<file path="config.mk">
export PLATFORM = sky130hd
export DESIGN_NAME = wgt_glb_seq_flat
export DESIGN_NICKNAME = d
export VERILOG_FILES = /design/src/rtl/wgt_glb_seq_if.sv /design/src/rtl/wgt_glb_seq.sv /design/src/flat_wrapper.sv
export SDC_FILE = /design/constraint.sdc
export NUM_CORES = 1
export LEC_CHECK = 0
export CAP_MARGIN = 20
export CORE_MARGIN = 10
export CORE_UTILIZATION = 40
export CTS_CLUSTER_DIAMETER = 200
export CTS_CLUSTER_SIZE = 14
export DETAILED_ROUTE_END_ITERATION = 8
export PLACE_DENSITY_LB_ADDON = 0.2
export SYNTH_ARGS = -nofsm -noshare
export SYNTH_HDL_FRONTEND = slang
export SYNTH_SLANG_ARGS = --single-unit
</file>
<file path="constraint.sdc">
create_clock -name w_clock -period 2.75 [get_ports w_clock]
set_clock_uncertainty 0.05 [all_clocks]
set_input_delay 0.825 -clock w_clock [delete_from_list [all_inputs] [get_ports w_clock]]
set_output_delay 0.825 -clock w_clock [all_outputs]
set_load 0.01 [all_outputs]
</file>
<file path="src/rtl/wgt_glb_seq_if.sv">
// Bus bundle between the weight-GLB sequencer and its environment.
// Covers the job controls, the input and output row streams, and the GLB port set.
`ifndef WGT_GLB_NUM_ROWS
`define WGT_GLB_NUM_ROWS 64
`endif
`ifndef WGT_GLB_NUM_BITS
`define WGT_GLB_NUM_BITS 8
`endif

interface wgt_glb_seq_if #(
   parameter int unsigned WGT_GLB_NUM_ROWS   = `WGT_GLB_NUM_ROWS,
   parameter int unsigned WGT_GLB_ADDR_WIDTH = $clog2(WGT_GLB_NUM_ROWS),
   parameter int unsigned WGT_GLB_NUM_BITS   = `WGT_GLB_NUM_BITS,
   parameter int unsigned PASS_WIDTH         = 4
);
   logic                          w_start;
   logic [PASS_WIDTH-1:0]         w_num_passes;
   logic                          w_in_valid;
   logic                          w_in_ready;
   logic [WGT_GLB_NUM_BITS-1:0]   w_in_data;
   logic                          w_out_valid;
   logic                          w_out_ready;
   logic [WGT_GLB_NUM_BITS-1:0]   w_out_data;
   logic                          w_out_last;
   logic                          w_busy;
   logic                          w_done;
   logic                          w_glb_ready;
   logic                          w_glb_rw;
   logic                          w_glb_add;
   logic [WGT_GLB_ADDR_WIDTH-1:0] w_glb_address;
   logic [WGT_GLB_NUM_BITS-1:0]   w_glb_data_in;
   logic [WGT_GLB_NUM_BITS-1:0]   w_glb_data_out;

   // Sequencer side
   modport master (
      input  w_start, w_num_passes, w_in_valid, w_in_data, w_out_ready, w_glb_data_out,
      output w_in_ready, w_out_valid, w_out_data, w_out_last, w_busy, w_done,
             w_glb_ready, w_glb_rw, w_glb_add, w_glb_address, w_glb_data_in
   );

   // Environment side: job source, row sink and the GLB itself
   modport slave (
      output w_start, w_num_passes, w_in_valid, w_in_data, w_out_ready, w_glb_data_out,
      input  w_in_ready, w_out_valid, w_out_data, w_out_last, w_busy, w_done,
             w_glb_ready, w_glb_rw, w_glb_add, w_glb_address, w_glb_data_in
   );
endinterface

</file>
<file path="src/rtl/wgt_glb_seq.sv">
// Weight-GLB sequencer: accumulates streamed rows over N passes, then drains all rows.
// Define WGT_GLB_SEQ_CLEAR_EN to zero the GLB in a one-cycle CLEAR state before DONE.
`ifndef WGT_GLB_NUM_ROWS
`define WGT_GLB_NUM_ROWS 64
`endif
`ifndef WGT_GLB_NUM_BITS
`define WGT_GLB_NUM_BITS 8
`endif

module wgt_glb_seq #(
   parameter int unsigned WGT_GLB_NUM_ROWS   = `WGT_GLB_NUM_ROWS,
   parameter int unsigned WGT_GLB_ADDR_WIDTH = $clog2(WGT_GLB_NUM_ROWS),
   parameter int unsigned WGT_GLB_NUM_BITS   = `WGT_GLB_NUM_BITS,
   parameter int unsigned PASS_WIDTH         = 4
) (
   input  logic          w_clock,
   input  logic          w_reset_n,
   wgt_glb_seq_if.master bus
);
   localparam int unsigned AW = WGT_GLB_ADDR_WIDTH;
   localparam int unsigned PW = PASS_WIDTH;
   localparam logic [AW-1:0] LAST_ROW = AW'(WGT_GLB_NUM_ROWS - 1);

   typedef enum logic [2:0] {
      S_IDLE, S_ACC, S_RD_ADDR, S_RD_DATA, S_CLEAR, S_DONE
   } state_t;

   state_t        state;
   logic [AW-1:0] row;
   logic [PW-1:0] pass;
   logic [PW-1:0] passes;
   logic          in_ready_q;
   logic          out_valid_q;
   logic          out_last_q;
   logic          busy_q;
   logic          done_q;
   logic          in_fire;

   assign in_fire         = in_ready_q & bus.w_in_valid;
   assign bus.w_in_ready  = in_ready_q;
   assign bus.w_out_valid = out_valid_q;
   assign bus.w_out_last  = out_last_q;
   assign bus.w_out_data  = bus.w_glb_data_out;
   assign bus.w_busy      = busy_q;
   assign bus.w_done      = done_q;

   // GLB drives are combinational so an accepted row is written on its handshake edge
   always_comb begin
      bus.w_glb_ready   = w_reset_n;
      bus.w_glb_rw      = 1'b0;
      bus.w_glb_add     = 1'b0;
      bus.w_glb_address = '0;
      bus.w_glb_data_in = '0;
`ifdef WGT_GLB_SEQ_CLEAR_EN
      if (state == S_CLEAR) bus.w_glb_ready = 1'b0;
`endif
      if (w_reset_n) begin
         if (state == S_ACC || state == S_RD_ADDR || state == S_RD_DATA)
            bus.w_glb_address = row;
         if (in_fire) begin
            bus.w_glb_rw      = 1'b1;
            bus.w_glb_add     = (pass != '0);
            bus.w_glb_data_in = bus.w_in_data;
         end
      end
   end

   always_ff @(posedge w_clock) begin
      if (!w_reset_n) begin
         state       <= S_IDLE;
         row         <= '0;
         pass        <= '0;
         passes      <= '0;
         in_ready_q  <= 1'b0;
         out_valid_q <= 1'b0;
         out_last_q  <= 1'b0;
         busy_q      <= 1'b0;
         done_q      <= 1'b0;
      end else begin
         done_q <= 1'b0;
         case (state)
            S_IDLE: begin
               if (bus.w_start) begin
                  passes     <= (bus.w_num_passes == '0) ? PW'(1) : bus.w_num_passes;
                  row        <= '0;
                  pass       <= '0;
                  in_ready_q <= 1'b1;
                  busy_q     <= 1'b1;
                  state      <= S_ACC;
               end
            end
            S_ACC: begin
               if (in_fire) begin
                  if (row == LAST_ROW) begin
                     row <= '0;
                     if (pass == passes - PW'(1)) begin
                        in_ready_q <= 1'b0;
                        state      <= S_RD_ADDR;
                     end else begin
                        pass <= pass + PW'(1);
                     end
                  end else begin
                     row <= row + AW'(1);
                  end
               end
            end
            S_RD_ADDR: begin
               out_valid_q <= 1'b1;
               out_last_q  <= (row == LAST_ROW);
               state       <= S_RD_DATA;
            end
            // Address and read stay asserted, so the GLB output holds under backpressure
            S_RD_DATA: begin
               if (bus.w_out_ready) begin
                  out_valid_q <= 1'b0;
                  out_last_q  <= 1'b0;
                  if (row == LAST_ROW) begin
`ifdef WGT_GLB_SEQ_CLEAR_EN
                     state <= S_CLEAR;
`else
                     state  <= S_DONE;
                     done_q <= 1'b1;
`endif
                  end else begin
                     row   <= row + AW'(1);
                     state <= S_RD_ADDR;
                  end
               end
            end
            S_CLEAR: begin
               state  <= S_DONE;
               done_q <= 1'b1;
            end
            S_DONE: begin
               busy_q <= 1'b0;
               state  <= S_IDLE;
            end
            default: state <= S_IDLE;
         endcase
      end
   end
endmodule

</file>
<file path="src/flat_wrapper.sv">
// flat-port wrapper written by rule: the top's interface ports become plain ports
module wgt_glb_seq_flat 
#(
   parameter int unsigned WGT_GLB_NUM_ROWS   = `WGT_GLB_NUM_ROWS,
   parameter int unsigned WGT_GLB_ADDR_WIDTH = $clog2(WGT_GLB_NUM_ROWS),
   parameter int unsigned WGT_GLB_NUM_BITS   = `WGT_GLB_NUM_BITS,
   parameter int unsigned PASS_WIDTH         = 4
)
  (w_clock, w_reset_n, bus_w_start, bus_w_num_passes, bus_w_in_valid, bus_w_in_data, bus_w_out_ready, bus_w_glb_data_out, bus_w_in_ready, bus_w_out_valid, bus_w_out_data, bus_w_out_last, bus_w_busy, bus_w_done, bus_w_glb_ready, bus_w_glb_rw, bus_w_glb_add, bus_w_glb_address, bus_w_glb_data_in);
  wgt_glb_seq_if #(.WGT_GLB_NUM_ROWS(WGT_GLB_NUM_ROWS), .WGT_GLB_ADDR_WIDTH(WGT_GLB_ADDR_WIDTH), .WGT_GLB_NUM_BITS(WGT_GLB_NUM_BITS), .PASS_WIDTH(PASS_WIDTH)) bus_i ();
  input  logic w_clock;
  input  logic w_reset_n;
  input wire logic [$bits(bus_i.w_start)-1:0] bus_w_start;
  input wire logic [$bits(bus_i.w_num_passes)-1:0] bus_w_num_passes;
  input wire logic [$bits(bus_i.w_in_valid)-1:0] bus_w_in_valid;
  input wire logic [$bits(bus_i.w_in_data)-1:0] bus_w_in_data;
  input wire logic [$bits(bus_i.w_out_ready)-1:0] bus_w_out_ready;
  input wire logic [$bits(bus_i.w_glb_data_out)-1:0] bus_w_glb_data_out;
  output wire logic [$bits(bus_i.w_in_ready)-1:0] bus_w_in_ready;
  output wire logic [$bits(bus_i.w_out_valid)-1:0] bus_w_out_valid;
  output wire logic [$bits(bus_i.w_out_data)-1:0] bus_w_out_data;
  output wire logic [$bits(bus_i.w_out_last)-1:0] bus_w_out_last;
  output wire logic [$bits(bus_i.w_busy)-1:0] bus_w_busy;
  output wire logic [$bits(bus_i.w_done)-1:0] bus_w_done;
  output wire logic [$bits(bus_i.w_glb_ready)-1:0] bus_w_glb_ready;
  output wire logic [$bits(bus_i.w_glb_rw)-1:0] bus_w_glb_rw;
  output wire logic [$bits(bus_i.w_glb_add)-1:0] bus_w_glb_add;
  output wire logic [$bits(bus_i.w_glb_address)-1:0] bus_w_glb_address;
  output wire logic [$bits(bus_i.w_glb_data_in)-1:0] bus_w_glb_data_in;
  assign bus_i.w_start = bus_w_start;
  assign bus_i.w_num_passes = bus_w_num_passes;
  assign bus_i.w_in_valid = bus_w_in_valid;
  assign bus_i.w_in_data = bus_w_in_data;
  assign bus_i.w_out_ready = bus_w_out_ready;
  assign bus_i.w_glb_data_out = bus_w_glb_data_out;
  assign bus_w_in_ready = bus_i.w_in_ready;
  assign bus_w_out_valid = bus_i.w_out_valid;
  assign bus_w_out_data = bus_i.w_out_data;
  assign bus_w_out_last = bus_i.w_out_last;
  assign bus_w_busy = bus_i.w_busy;
  assign bus_w_done = bus_i.w_done;
  assign bus_w_glb_ready = bus_i.w_glb_ready;
  assign bus_w_glb_rw = bus_i.w_glb_rw;
  assign bus_w_glb_add = bus_i.w_glb_add;
  assign bus_w_glb_address = bus_i.w_glb_address;
  assign bus_w_glb_data_in = bus_i.w_glb_data_in;
  wgt_glb_seq #(.WGT_GLB_NUM_ROWS(WGT_GLB_NUM_ROWS), .WGT_GLB_ADDR_WIDTH(WGT_GLB_ADDR_WIDTH), .WGT_GLB_NUM_BITS(WGT_GLB_NUM_BITS), .PASS_WIDTH(PASS_WIDTH)) u_core (.w_clock(w_clock), .w_reset_n(w_reset_n), .bus(bus_i));
endmodule
</file>
* Word level (Yosys, flattened, before mapping)
Cells that the tools add are included.
** Storage, ports and cells
- Register bits after elaboration :: 22
- Bits of input ports :: 25
- Output and inout port bits :: 30
- Logic and storage cells :: 82
** Cells by class
- Add/sub/neg operators :: 3
- Equality and inequality tests :: 14
- Multiplexer cells :: 39
- Bitwise gates (word level) :: 1
- Reduce and logical (&&, ||, !) cells :: 16
** Operators by type and width (number)
- 2-to-1 mux 6 bit :: 7
- 2-to-1 mux 4 bit :: 5
- AND reduction 5 bit :: 4
- 2-to-1 mux 3 bit :: 6
- case mux 6 bit (3 select lines) :: 1
- 2-to-1 mux 8 bit :: 2
- case mux 3 bit (5 select lines) :: 1
- inequality test 2 bit (second input constant) :: 6
- 2-to-1 mux 1 bit :: 11
- case mux 1 bit (2 select lines) :: 5
- case mux 4 bit (2 select lines) :: 1
- adder 6 x 1 -> 6 bit (second input constant) :: 1
- == test 3 x 2 -> 1 bit (second input constant) :: 2
- == test 3 bit (second input constant) :: 2
- == test 6 bit (second input constant) :: 1
- AND reduction 2 bit :: 3
- nonzero test 2 bit :: 3
- adder 4 x 1 -> 4 bit (second input constant) :: 1
- == test 4 bit :: 1
- logical NOT 4 bit :: 1
- nonzero test 4 bit :: 1
- subtractor 4 x 1 -> 4 bit (second input constant) :: 1
- == test 3 x 1 -> 1 bit (second input constant) :: 1
- logical NOT 3 bit :: 1
- other kinds (4) :: 5

* Longest topological paths before layout
- Depth in word-level cells :: 6
- Depth in mapped cells :: 7

* Worst setup path before layout
Ideal clock, no wire load.
- Path kind :: input-to-output
- From :: in w_reset_n
- To :: out bus_w_glb_add
- Data arrival time :: 1.566 ns
- Required time :: 1.875 ns
- Path slack :: 0.309 ns
- Stages on the path :: 3
- Buffers on the path :: 1
- Path through :: and3_1 -> clkbuf_1 -> a21boi_0
** On the way
- Cells in the longest elaborated chain, start to end :: 1
** RTL lines
- start, declared :: line flat_wrapper.sv:12 : input logic w_reset_n;
- 2-to-1 mux 1 bit :: line wgt_glb_seq.sv:57 : if (w_reset_n) begin
- end, declared :: line flat_wrapper.sv:27 : output wire logic [$bits(bus_i.w_glb_add)-1:0] bus_w_glb_add;
No other way between the ends.

* Worst setup path in the final report
- From :: in w_reset_n
- To :: out bus_w_glb_address[3]
** On the way
- Cells in the longest elaborated chain, start to end :: 1
** RTL lines
- 2-to-1 mux 6 bit :: line wgt_glb_seq.sv:57
- end, declared :: line flat_wrapper.sv:28 : output wire logic [$bits(bus_i.w_glb_address)-1:0] bus_w_glb_address;
No other way between the ends.

==> summary.txt <==
Clocking
  • Total setup buffers inserted after CTS: 0
  • Number of CTS-inserted buffers: 3
  • Root cell of the clock tree: clkbuf_4
  • Clock Latency Late Sink: 310 ps
  • CTS HTree Levels: 1
  • Sink Count: 22
  • Clock Pin Slew Worst Setup and Hold Paths: approximately 120 ps
  • CTS tree: done
  • CTS max path bufs: 2
  • Cts hold-fix bufs: 0

Worst setup path
  • Worst-path cell chain: clkdlybuf4s15_1 > inv_1 > nor3_2 > buf_4 > and2_2 > clkdlybuf4s15_2
  • Worst Setup EP: bus_w_glb_address[3]
  • FF-to-FF setup slack: about 740 ps
  • CP required: 1880 ps
  • Max FO, Critical Path: 7
  • Crit path buf inv count: 4
  • CP max stage cell: clkdlybuf4s15_1
  • Critical R2R Capture: u_core.pass[2]$_SDFFE_PN0P_
  • Arrival time at the worst endpoint: about 1800 ps
  • Critical path launch point type: input pin
  • Setup crit end kind: primary output
  • FF-to-FF Start: u_core.row[0]$_SDFFE_PN0P_
  • Crit path largest cell delay: 210 ps
  • Delay-heaviest family, CP: buffers and inverters
  • Crit path depth: 6
  • Cells on worst reg2reg path: 6
  • Setup CP Type: input pin to primary output
  • CP startpoint: w_reset_n

Floorplan
  • I/O Pins: 55
  • Die Y: a little under 80 um
  • Starting Density: 0.410
  • Die X: about 78 um
  • Area of the die: between 6000 and 7000 um^2
  • Core area: approximately 3300 um^2
  • Rows: 21

Final layout
  • Area growth from synthesis to layout: 33.3%
  • Layout filler cell count: 345
  • Core Util, Final: 0.546
  • Layout cells sized above 1: 0.174
  • Reg area: between 400 and 500 um^2
  • Multi-input gate area: roughly 810 um^2
  • Nets: 243
  • Commonest non-fill, non-tap cell in the layout: dfxtp_1
  • Post-route cell area: 1810 um^2
  • Post-Layout Cell Count: around 260
  • # diodes: 0
  • Commonest cells after routing, fill and taps aside: dfxtp_1 (22), clkdlybuf4s50_1 (20), and2_1 (18), nand2_1 (18), nor2_1 (15)

Power and ir drop
  • PwrDens: between 300 and 400 nW/um^2
  • Peak supply drop: slightly below 0.0002 V
  • Final Power: approximately 670 uW
  • Leakage: around 0.71 nW

Global route
  • Total gr overflow: 0
  • Initial antenna violation count: 0
  • Total GRT Usage: 0.123
  • Vias in the first global route: 1320
  • First-pass GRT wire length: roughly 6500 um
  • Largest net degree at the start of global routing: 15

STA
  • Slew Viols, Final: 0
  • Hold Vio Cnt, Final: 0
  • Peak Freq: around 380 MHz
  • Worst Tran Pin Value: between 400 and 500 ps
  • Fin crit share: 0.961
  • Unrepaired setup endpoints after global routing: false
  • Period minus WS final: 2640 ps
  • WHS: 427 ps
  • Slew margin rel.: 0.698
  • Final setup vio count: 0

Synth
  • Cells after Synth: ~170
  • Mapped Area: approximately 1400 um^2
  • Number of synthesized flops with an enable pin: 0
  • Unique masters post-synth: 36
  • Synth Flop Type: dfxtp_1
  • Register bit total from synthesis: 22
  • Post-synth ARST share: 0
  • Synthesized area per cell: 7.80 um^2
  • Syn_nets: 203
  • Post-synthesis sequential area ratio: 0.324
  • Synth Warn #: 0

Route
  • Final ANT Viol Nets: 0
  • Detailed Routing Iterations Pass 1: 6
  • Routed vias: ~1300
  • DRC Markers: 0
  • Initial DRC count: 71
  • Via-per-instance ratio: 5.21
  • Drt total wl: 3750 um
  • Drt wl/cell: around 14 um

Placed design
  • Cell Area, Placed: 1780 um^2
  • PortBufs: 38
  • Post-DP HPWL: around 3000 um
  • GP Congestion: between 0.8 and 0.9
  • Dpl cells: between 200 and 300

Run
  • Max_cap viols: 0

Run status
  • Outcome: completed

Worst hold path
  • Min-delay worst type: flip-flop to flip-flop
worst min-delay path, stage by stage, from the launching register on:
cell	delay, ps
dfxtp_1	340
nand2_1	50
a21oi_1	50
through the flow:
step / setup slack (ps) / setup TNS (ps)
4_1_cts: 1.95 / 0
6_report: 108 / 0
3_5_place_dp: -543 / -7810
2_1_floorplan: 309 / 0
5_1_grt: 13.9 / 0
3_3_place_gp: -535 / -7630
where the power goes:
part           leakage [nW]  internal [mW]  switching (mW)  total, mW
clock                0.0210         0.0808           0.103      0.184
combinational         0.507         0.0755          0.0702      0.146
sequential            0.179          0.331          0.0107      0.342
total                 0.707          0.488           0.184      0.671
synthesized netlist by cell type (all sizes together), types with 3 or more instances:
library cell / count / share of area
dfxtp: 22 / 0.32
xnor2: 7 / 0.045
nor3: 11 / 0.041
nand3: 7 / 0.029
a21oi: 14 / 0.052
inv: 7 / 0.019
o21ai: 7 / 0.029
nor2: 15 / 0.041
clkbuf: 4 / 0.011
and3: 3 / 0.014
nand2: 18 / 0.050
a21boi: 3 / 0.017
mux2i: 3 / 0.022
and2: 19 / 0.088
ha: 4 / 0.037
buf: 10 / 0.053
logic make-up (layout without fill, tap and decap cells):
kind of cell	count (synthesis)	in the layout	synth area share
xor gates and xnor gates	9	9	0.0691
buffers and inverters	21	60	0.0839
adders and majority gates	4	4	0.0369
DFF	22	22	0.324
muxes	3	3	0.0221
AOI/OAI and AO/OA	36	36	0.168
and+or+nand+nor	79	79	0.296
metal layers:
metal,wire length [um],global-route usage,vias to the layer above
met2,1960,0.217,46
li1,-,-,670
met5,0,0,-
met1,1510,0.138,629
met3,261,0.0421,4
met4,18,0.0341,0
area by class of cell:
| cell class | instances | share of cell area |
|---|---|---|
| Tap cell | 46 | 0.0318 |
| Timing Repair Buffer | 49 | 0.241 |
| Clock buffer | 4 | 0.0201 |
| Multi-Input combinational cell | 131 | 0.450 |
| Sequential cell | 22 | 0.243 |
| Inverter | 7 | 0.0145 |
registers in the layout, summed over array words and instances (netlist names):
signal                  flops
u_core.bus.w_done           1
u_core.state                3
u_core.pass                 4
u_core.row                  6
u_core.passes               4
u_core.bus.w_out_last       1
u_core.bus.w_busy           1
u_core.bus.w_in_ready       1
u_core.bus.w_out_valid      1
how the worst min path moves through the flow:
stage / from / end / slack (ps) / cells after the start
final: u_core.passes[3]$_SDFFE_PN0P_ / u_core.passes[3]$_SDFFE_PN0P_ / 430 / 2
after global routing: u_core.passes[3]$_SDFFE_PN0P_ / u_core.passes[3]$_SDFFE_PN0P_ / 450 / 2
after CTS: u_core.passes[3]$_SDFFE_PN0P_ / u_core.passes[3]$_SDFFE_PN0P_ / 430 / 2
after detailed placement: u_core.passes[3]$_SDFFE_PN0P_ / u_core.passes[3]$_SDFFE_PN0P_ / 410 / 2
after global placement: u_core.passes[3]$_SDFFE_PN0P_ / u_core.passes[3]$_SDFFE_PN0P_ / 410 / 2
after floorplan: u_core.passes[3]$_SDFFE_PN0P_ / u_core.passes[3]$_SDFFE_PN0P_ / 400 / 2
timing repair:
item / CTS / global route
pin swaps: 0 / 0
cloned: 0 / 1
gates resized for setup: 60 / 4
endpoints found under the setup margin: 17 / 13
No activity file was read; power rests on OpenSTA's default activity.
